$ cat src/rtl/div_seq_signed.sv
// Sequential signed divider: 2W-bit dividend / W-bit divisor,
// radix-2 restoring on magnitudes, one quotient bit per clock.
// Ports: CLK_100MHz, nRST (async, low), START, A, B in;
//   Q, R, BUSY, DONE, DIV_ZERO, OVF out.
// Optional: `define DIV_SEQ_SIGNED_CHECK_EN adds CHECK_ERR.
module div_seq_signed #(
  parameter int WIDTH = 6
) (
  input  logic               CLK_100MHz,
  input  logic               nRST,
  input  logic               START,
  input  logic [2*WIDTH-1:0] A,
  input  logic [WIDTH-1:0]   B,
  output logic [2*WIDTH-1:0] Q,
  output logic [WIDTH-1:0]   R,
  output logic               BUSY,
  output logic               DONE,
  output logic               DIV_ZERO,
`ifdef DIV_SEQ_SIGNED_CHECK_EN
  output logic               OVF,
  output logic               CHECK_ERR
`else
  output logic               OVF
`endif
);

  localparam int DW = 2 * WIDTH;
  localparam int CW = $clog2(DW);
  localparam logic [DW-1:0] QMAX = {1'b0, {(DW-1){1'b1}}};
  localparam logic [DW-1:0] QMIN = {1'b1, {(DW-1){1'b0}}};

  typedef enum logic [1:0] {
    S_IDLE,
    S_CALC,
    S_FIX
  } state_e;

  state_e            state_q, state_d;
  logic [CW-1:0]     cnt_q, cnt_d;
  // Holds remaining dividend bits; quotient bits shift in at the LSB.
  logic [DW-1:0]     dvd_q, dvd_d;
  logic [WIDTH-1:0]  rem_q, rem_d;
  logic [WIDTH:0]    bmag_q, bmag_d;
  logic              sa_q, sa_d;
  logic              sq_q, sq_d;
  logic              dz_q, dz_d;
  logic              ov_q, ov_d;
  logic [DW-1:0]     q_q, q_d;
  logic [WIDTH-1:0]  r_q, r_d;
  logic              done_q, done_d;
  logic              divz_q, divz_d;
  logic              ovf_q, ovf_d;

  logic [DW-1:0]     a_mag;
  logic [WIDTH:0]    b_mag;
  logic [WIDTH:0]    shifted;
  logic              ge;
  logic [DW-1:0]     q_res;
  logic [WIDTH-1:0]  r_res;

  always_comb begin
    a_mag   = A[DW-1] ? (~A + DW'(1)) : A;
    b_mag   = {1'b0, B[WIDTH-1] ? (~B + WIDTH'(1)) : B};
    shifted = {rem_q, dvd_q[DW-1]};
    ge      = (shifted >= bmag_q);
  end

  always_comb begin
    q_res = sq_q ? (~dvd_q + DW'(1)) : dvd_q;
    r_res = sa_q ? (~rem_q + WIDTH'(1)) : rem_q;
    if (dz_q) begin
      q_res = sa_q ? QMIN : QMAX;
      r_res = '0;
    end else if (ov_q) begin
      q_res = QMAX;
      r_res = '0;
    end
  end

`ifdef DIV_SEQ_SIGNED_CHECK_EN
  localparam int TW = 3 * WIDTH;
  logic [DW-1:0]    a_q, a_d;
  logic [WIDTH-1:0] b_q, b_d;
  logic             chk_q, chk_d;
  logic [TW-1:0]    recon;

  always_comb begin
    recon = TW'($signed(q_res)) * TW'($signed(b_q))
          + TW'($signed(r_res));
  end
`endif

  always_comb begin
    state_d = state_q;
    cnt_d   = cnt_q;
    dvd_d   = dvd_q;
    rem_d   = rem_q;
    bmag_d  = bmag_q;
    sa_d    = sa_q;
    sq_d    = sq_q;
    dz_d    = dz_q;
    ov_d    = ov_q;
    q_d     = q_q;
    r_d     = r_q;
    done_d  = 1'b0;
    divz_d  = divz_q;
    ovf_d   = ovf_q;
`ifdef DIV_SEQ_SIGNED_CHECK_EN
    a_d     = a_q;
    b_d     = b_q;
    chk_d   = chk_q;
`endif
    unique case (state_q)
      S_IDLE: begin
        if (START) begin
          state_d = S_CALC;
          cnt_d   = '0;
          dvd_d   = a_mag;
          rem_d   = '0;
          bmag_d  = b_mag;
          sa_d    = A[DW-1];
          sq_d    = A[DW-1] ^ B[WIDTH-1];
          dz_d    = (B == '0);
          ov_d    = (A == QMIN) && (B == '1);
`ifdef DIV_SEQ_SIGNED_CHECK_EN
          a_d     = A;
          b_d     = B;
`endif
        end
      end
      S_CALC: begin
        rem_d = ge ? WIDTH'(shifted - bmag_q) : shifted[WIDTH-1:0];
        dvd_d = {dvd_q[DW-2:0], ge};
        cnt_d = cnt_q + CW'(1);
        if (cnt_q == CW'(DW - 1)) begin
          state_d = S_FIX;
        end
      end
      S_FIX: begin
        state_d = S_IDLE;
        q_d     = q_res;
        r_d     = r_res;
        done_d  = 1'b1;
        divz_d  = dz_q;
        ovf_d   = ov_q & ~dz_q;
`ifdef DIV_SEQ_SIGNED_CHECK_EN
        chk_d   = ~(dz_q | ov_q) && (recon != TW'($signed(a_q)));
`endif
      end
      default: state_d = S_IDLE;
    endcase
  end

  always_ff @(posedge CLK_100MHz or negedge nRST) begin
    if (!nRST) begin
      state_q <= S_IDLE;
      cnt_q   <= '0;
      dvd_q   <= '0;
      rem_q   <= '0;
      bmag_q  <= '0;
      sa_q    <= 1'b0;
      sq_q    <= 1'b0;
      dz_q    <= 1'b0;
      ov_q    <= 1'b0;
      q_q     <= '0;
      r_q     <= '0;
      done_q  <= 1'b0;
      divz_q  <= 1'b0;
      ovf_q   <= 1'b0;
    end else begin
      state_q <= state_d;
      cnt_q   <= cnt_d;
      dvd_q   <= dvd_d;
      rem_q   <= rem_d;
      bmag_q  <= bmag_d;
      sa_q    <= sa_d;
      sq_q    <= sq_d;
      dz_q    <= dz_d;
      ov_q    <= ov_d;
      q_q     <= q_d;
      r_q     <= r_d;
      done_q  <= done_d;
      divz_q  <= divz_d;
      ovf_q   <= ovf_d;
    end
  end

`ifdef DIV_SEQ_SIGNED_CHECK_EN
  always_ff @(posedge CLK_100MHz or negedge nRST) begin
    if (!nRST) begin
      a_q   <= '0;
      b_q   <= '0;
      chk_q <= 1'b0;
    end else begin
      a_q   <= a_d;
      b_q   <= b_d;
      chk_q <= chk_d;
    end
  end

  assign CHECK_ERR = chk_q;
`endif

  assign Q        = q_q;
  assign R        = r_q;
  assign BUSY     = (state_q != S_IDLE);
  assign DONE     = done_q;
  assign DIV_ZERO = divz_q;
  assign OVF      = ovf_q;

endmodule

$ cat config.mk
export PLATFORM = sky130hd
export DESIGN_NAME = div_seq_signed
export DESIGN_NICKNAME = d
export VERILOG_FILES = /design/src/rtl/div_seq_signed.sv
export SDC_FILE = /design/constraint.sdc
export NUM_CORES = 1
export LEC_CHECK = 0
export BUFFER_PORTS_ARGS = -buffer_cell sky130_fd_sc_hd__buf_2
export CAP_MARGIN = 20
export CORE_ASPECT_RATIO = 0.9
export CORE_UTILIZATION = 55
export DETAILED_ROUTE_END_ITERATION = 12
export PLACE_DENSITY = 0.75
export RECOVER_POWER = 100
export SYNTH_ARGS = -nofsm -noshare
export SYNTH_HDL_FRONTEND = slang
export SYNTH_SLANG_ARGS = --single-unit
$ cat constraint.sdc
create_clock -name CLK_100MHz -period 4.5 [get_ports CLK_100MHz]
set_input_delay 0.45 -clock CLK_100MHz [delete_from_list [all_inputs] [get_ports CLK_100MHz]]
set_output_delay 0.45 -clock CLK_100MHz [all_outputs]
set_load 0.05 [all_outputs]
# After elaboration in Yosys (flattened, before gate mapping)
# Cells that the tools add are included.
[totals]
input_bits = 21
out_inout_bits = 22
ff_bits = 55
word_cells = 63
[classes]
add_sub_neg = 6
bitwise = 7
reduce_logical = 8
n_mux = 20
n_eq_ne = 7
magnitude_cmp = 1
[ops]
columns = ["operator", "count"]
rows = [
  ["12-bit 2-to-1 mux", 6],
  ["6-bit 2-to-1 mux", 6],
  ["12-bit by 1-bit adder with 12-bit output, second input constant", 2],
  ["12-bit NOT", 2],
  ["12-bit one-hot mux with 2 select lines", 1],
  ["6-bit by 1-bit adder with 6-bit output, second input constant", 2],
  ["12-bit == test, second input constant", 1],
  ["6-bit NOT", 2],
  ["6-bit one-hot mux with 2 select lines", 1],
  ["4-bit one-hot mux with 2 select lines", 1],
  ["7-bit by 6-bit greater-or-equal comparator with 1-bit output", 1],
  ["6-bit == test, second input constant", 1],
  ["6-bit zero test", 1],
  ["2-bit AND reduction", 3],
  ["6-bit subtractor", 1],
  ["4-bit by 1-bit adder with 4-bit output, second input constant", 1],
  ["4-bit == test, second input constant", 1],
  ["2-bit 2-to-1 mux", 2],
  ["4-bit 2-to-1 mux", 1],
  ["2-bit inequality test, second input constant", 2],
  ["2-bit one-hot mux with 2 select lines", 1],
  ["2-bit nonzero test", 2],
  ["2-bit by 1-bit == test with 1-bit output, second input constant", 1],
  ["2-bit == test, second input constant", 1],
  ["other kinds (6)", 6],
]

# Longest topological paths before layout
[depth]
word_depth = 5
ltp_mapped = 9
mapped_depth_nobuf = 9

# Least setup slack after synthesis
# No wires, ideal clock.
[synth_timing]
path_kind = "reg-to-reg"
startpoint = "register rem_q[3]"
endpoint = "register rem_q[0]"
synth_period_minus_slack_ns = 1.791
path_stages_with_launch = 7
setup_slack_ns = 2.709
required_time_ns = 4.382
arrival_ns = 1.673
n_path_buf = 0
path_cell_list = "dfrtp_1 > ha_1 > a21o_1 > a211oi_1 > o21ai_2 > mux2i_1 > a21o_1"
[synth_via]
elab_chain_len = 3
[synth_rtl]
columns = ["item", "line", "rtl"]
rows = [
  ["start: declaration", "42", "logic [WIDTH-1:0] rem_q, rem_d;"],
  ["start signal: assignment", "174", "rem_q <= rem_d;"],
  ["7-bit by 6-bit greater-or-equal comparator with 1-bit output", "65", "ge = (shifted >= bmag_q);"],
  ["6-bit 2-to-1 mux", "132", "rem_d = ge ? WIDTH'(shifted - bmag_q) : shifted[WIDTH-1:0];"],
  ["6-bit one-hot mux with 2 select lines", "113", "unique case (state_q)"],
]
# No other way between the ends.
# A chain may end at the register's enable or synchronous reset.

# Worst setup path in the final report
[layout_timing]
startpoint = "register rem_q[1]"
endpoint = "register rem_q[3]"
[layout_via]
elab_chain_len = 3
[layout_rtl]
columns = ["item", "line"]
rows = [
  ["6-bit subtractor or 7-bit by 6-bit greater-or-equal comparator with 1-bit output (tied branches)", "132, 65"],
  ["6-bit 2-to-1 mux (*)", "132"],
  ["6-bit one-hot mux with 2 select lines (*)", "113"],
]
# Every way passes the cells marked *; elsewhere a longest branch is shown, timed or not.

==> insert_results.sql <==
INSERT INTO impl_metrics (metric_group, metric, value, unit) VALUES
('finish', 'final_cell_mix', '55 x sky130_fd_sc_hd__dfrtp_1, 52 x sky130_fd_sc_hd__nand2_1, 42 x sky130_fd_sc_hd__o21ai_0, 25 x sky130_fd_sc_hd__nor2_1, 22 x sky130_fd_sc_hd__clkbuf_1', ''),
('drt', 'routed.top_layer', 'met4', ''),
('drt', 'drt-initial-drc-count', '171', ''),
('worst_setup_path', 'critical_path.startpoint', 'rem_q[1]', ''),
('sta', 'maxSlewHeadroom', '13.9', '%'),
('synthesis', 'synth.yosys.seq_area_share', '43.1', '%'),
('worst_setup_path', 'r2r.worst_path.cells', '6', ''),
('pwr', 'power.net_switching', '1.16', 'mW'),
('floorplanning', 'floorplan.io_pins', '43', ''),
('drt', 'viasPerCell', '5.65', ''),
('synthesis', 'synth-main-ff-cell', 'sky130_fd_sc_hd__dfrtp_1', ''),
('finish', 'ff_latch_area', '0.00138', 'sq mm'),
('pwr', 'p_int', '1.33', 'mW'),
('pwr', 'areal_power_density_over_the_cells', '713', 'mW/mm^2'),
('placement', 'place.port_buffers', '42', ''),
('finish', 'final_layout_size_suffix_gt1_share', '9.28', '%'),
('sta', 'timing.final.ws_setup', '1930', 'ps'),
('worst_setup_path', 'timing.rr.start', 'rem_q[1]', ''),
('clock_network', 'holdBufCountCts', '0', ''),
('pwr', 'clock_power_share', '11.6', '%'),
('sta', 'setup_viol', '0', ''),
('worst_setup_path', 'worst_reg2reg_endpoint', 'rem_q[3]', ''),
('grt', 'antenna_found_initial', '0', ''),
('synthesis', 'cell_type_with_the_highest_aggregate_area_in_the_netlist', 'sky130_fd_sc_hd__dfrtp_1', ''),
('finish', 'finish.net_count', '422', ''),
('pwr', 'share_comb_of_total_power', '52.2', '%'),
('clock_network', 'ctsHtreeMaxLevel', '2', ''),
('clock_network', 'worst_skew_pair.late_latency', '310', 'ps'),
('drt', 'totalWireLength', '6590', 'um'),
('synthesis', 'yosys.area.top_type_share', '43.1', '%'),
('worst_setup_path', 'setup.worst_path.start_class', 'flip-flop', ''),
('sta', 'slew_violations', '0', ''),
('finish', 'fillers', '486', ''),
('grt', 'grt_pass1_wl', '11100', 'um'),
('finish', 'post_layout_nonfiller_instances', '455', ''),
('synthesis', 'synthesis.area', '0.00319', 'sq mm'),
('flow_run', 'max_cap_violations', '0', ''),
('worst_setup_path', 'timing_worst_setup_path_type', 'reg -> reg', ''),
('clock_network', 'cts_setup_buffers', '0', ''),
('floorplanning', 'effective_utilization_at_floorplan', '59.0', '%'),
('finish', 'area_taken_by_multi_input_logic_gates', '0.00167', 'sq mm'),
('synthesis', 'synthesis.yosys.warnings', '0', ''),
('status', 'run_status', 'completed', ''),
('sta', 'fin_crit_sh', '57.2', '%'),
('sta', 'setup_repair_after_global_routing_missed_its_margin', 'no', ''),
('clock_network', 'cts_tree', 'done', ''),
('grt', 'largest_net_degree_at_the_start_of_global_routing', '56', ''),
('clock_network', 'cts.sink_count', '55', ''),
('finish', 'syn2layout_area_growth', '9.53', '%'),
('clock_network', 'cts.root.buffer_cell', 'sky130_fd_sc_hd__clkbuf_8', ''),
('pwr', 'power.static_leakage', '1.62', 'nW'),
('pwr', 'fin_total_pwr', '2.49', 'mW'),
('drt', 'routed_wire_length_per_instance', '14.5', 'um'),
('clock_network', 'cts_repair_resizes', '0', ''),
('clock_network', 'clkSlewWorstSetupHoldPaths', '100', 'ps'),
('floorplanning', 'fp.dieArea', '0.00611', 'sq mm'),
('synthesis', 'async_sr_flop_fraction', '100', '%'),
('sta', 'final_hold_viol_count', '0', ''),
('worst_setup_path', 'required', '4670', 'ps'),
('drt', 'route.layer.met1.wl', '3300', 'um'),
('worst_setup_path', 'critical_path.endpoint_type', 'flip-flop', ''),
('sta', 'finalWorstPathRequiredPeriod', '2570', 'ps'),
('worst_setup_path', 'critPathMaxFanout', '8', ''),
('grt', 'first_global_vias', '2293', ''),
('floorplanning', 'die_height', '74.3', 'um'),
('sta', 'totalNegativeSetupSlack', '0', 'ps'),
('drt', 'routed-wl-met3', '387', 'um'),
('finish', 'final_core_utilization', '64.6', '%'),
('pwr', 'max-vdd-ir-drop', '0.000349', 'V'),
('sta', 'finClkSkew', '14.0', 'ps'),
('worst_setup_path', 'r2r_slack', '1930', 'ps');
## cells in the mapped netlist, types with 3 or more instances
cell	count
sky130_fd_sc_hd__a21o_1	4
sky130_fd_sc_hd__a21oi_1	7
sky130_fd_sc_hd__a22oi_1	8
sky130_fd_sc_hd__buf_1	3
sky130_fd_sc_hd__clkbuf_1	14
sky130_fd_sc_hd__dfrtp_1	55
sky130_fd_sc_hd__ha_1	13
sky130_fd_sc_hd__inv_1	19
sky130_fd_sc_hd__mux2i_1	10
sky130_fd_sc_hd__nand2_1	52
sky130_fd_sc_hd__nand2b_1	8
sky130_fd_sc_hd__nand3_1	11
sky130_fd_sc_hd__nor2_1	25
sky130_fd_sc_hd__nor2b_1	3
sky130_fd_sc_hd__nor3_1	4
sky130_fd_sc_hd__o211ai_1	6
sky130_fd_sc_hd__o21ai_0	34
sky130_fd_sc_hd__o21ai_1	7
sky130_fd_sc_hd__o31ai_1	7
sky130_fd_sc_hd__o41ai_1	4
sky130_fd_sc_hd__xnor2_1	14
sky130_fd_sc_hd__xor2_1	14
## how the worst min path moves through the flow
stage,startpoint,end,slack (ps),cells after the start
final,nRST,Q[5],250,2
after CTS,nRST,R[4],270,2
after global routing,nRST,R[4],310,2
after global placement,DIV_ZERO,DIV_ZERO,460,2
after floorplan,nRST,DIV_ZERO,150,0
after detailed placement,DIV_ZERO,DIV_ZERO,460,2
## critical path: stages (launching register included)
cell                      delay (ps)
sky130_fd_sc_hd__dfrtp_1         460
sky130_fd_sc_hd__ha_1            420
sky130_fd_sc_hd__a21o_1          140
sky130_fd_sc_hd__a31oi_1          40
sky130_fd_sc_hd__o21ai_0        1000
sky130_fd_sc_hd__mux2i_1         280
sky130_fd_sc_hd__o21ai_0         100
## layout make-up
| class | count | share of cell area [%] |
|---|---|---|
| multi-input cells | 262 | 47.8 |
| clock inverters | 2 | 0.394 |
| clock buffers | 6 | 2.36 |
| repair buffers | 44 | 5.66 |
| flip-flops and latches | 55 | 39.4 |
| well taps | 67 | 2.40 |
| inverters | 19 | 2.04 |
## layer usage
layer,track usage [%],up-vias
met5,0,-
met4,6.04,0
met3,4.05,6
met2,36.2,73
met1,35.5,1199
li1,-,1295
## cells by family after synthesis
logic type / synth area share [%]
AO/OA/AOI/OAI: 18.6
XOR/XNOR: 7.69
adder cells (fa/ha/maj): 5.73
buffers and inverters: 4.24
flip-flops: 43.1
multiplexers: 3.49
AND/OR/NAND/NOR: 17.1
## stage by stage
| stage | hold slack, ps | instance area, sq um |
|---|---|---|
| after floorplan | 154 | 3190 |
| after global placement | 456 | 3440 |
| after detailed placement | 462 | 3440 |
| after CTS | 275 | 3530 |
| after global routing | 310 | 3490 |
| final | 252 | 3490 |
## power by group through the flow
stage	registers, mW	logic [mW]	clock network, mW
2_1_floorplan	1.00	0.934	0
6_report	0.902	1.30	0.290
5_1_grt	0.933	1.46	0.316
4_1_cts	0.895	1.34	0.292
3_3_place_gp	0.893	1.30	0
3_5_place_dp	0.905	1.33	0
## state kept, by name, summed over array words and instances, names as in the netlist
| name | cells |
|---|---|
| DIV_ZERO | 1 |
| DONE | 1 |
| OVF | 1 |
| Q | 12 |
| R | 6 |
| bmag_q | 6 |
| cnt_q | 4 |
| dvd_q | 12 |
| dz_q | 1 |
| ov_q | 1 |
| rem_q | 6 |
| sa_q | 1 |
| sq_q | 1 |
| state_q | 2 |
No activity file was read; power rests on OpenSTA's default activity.
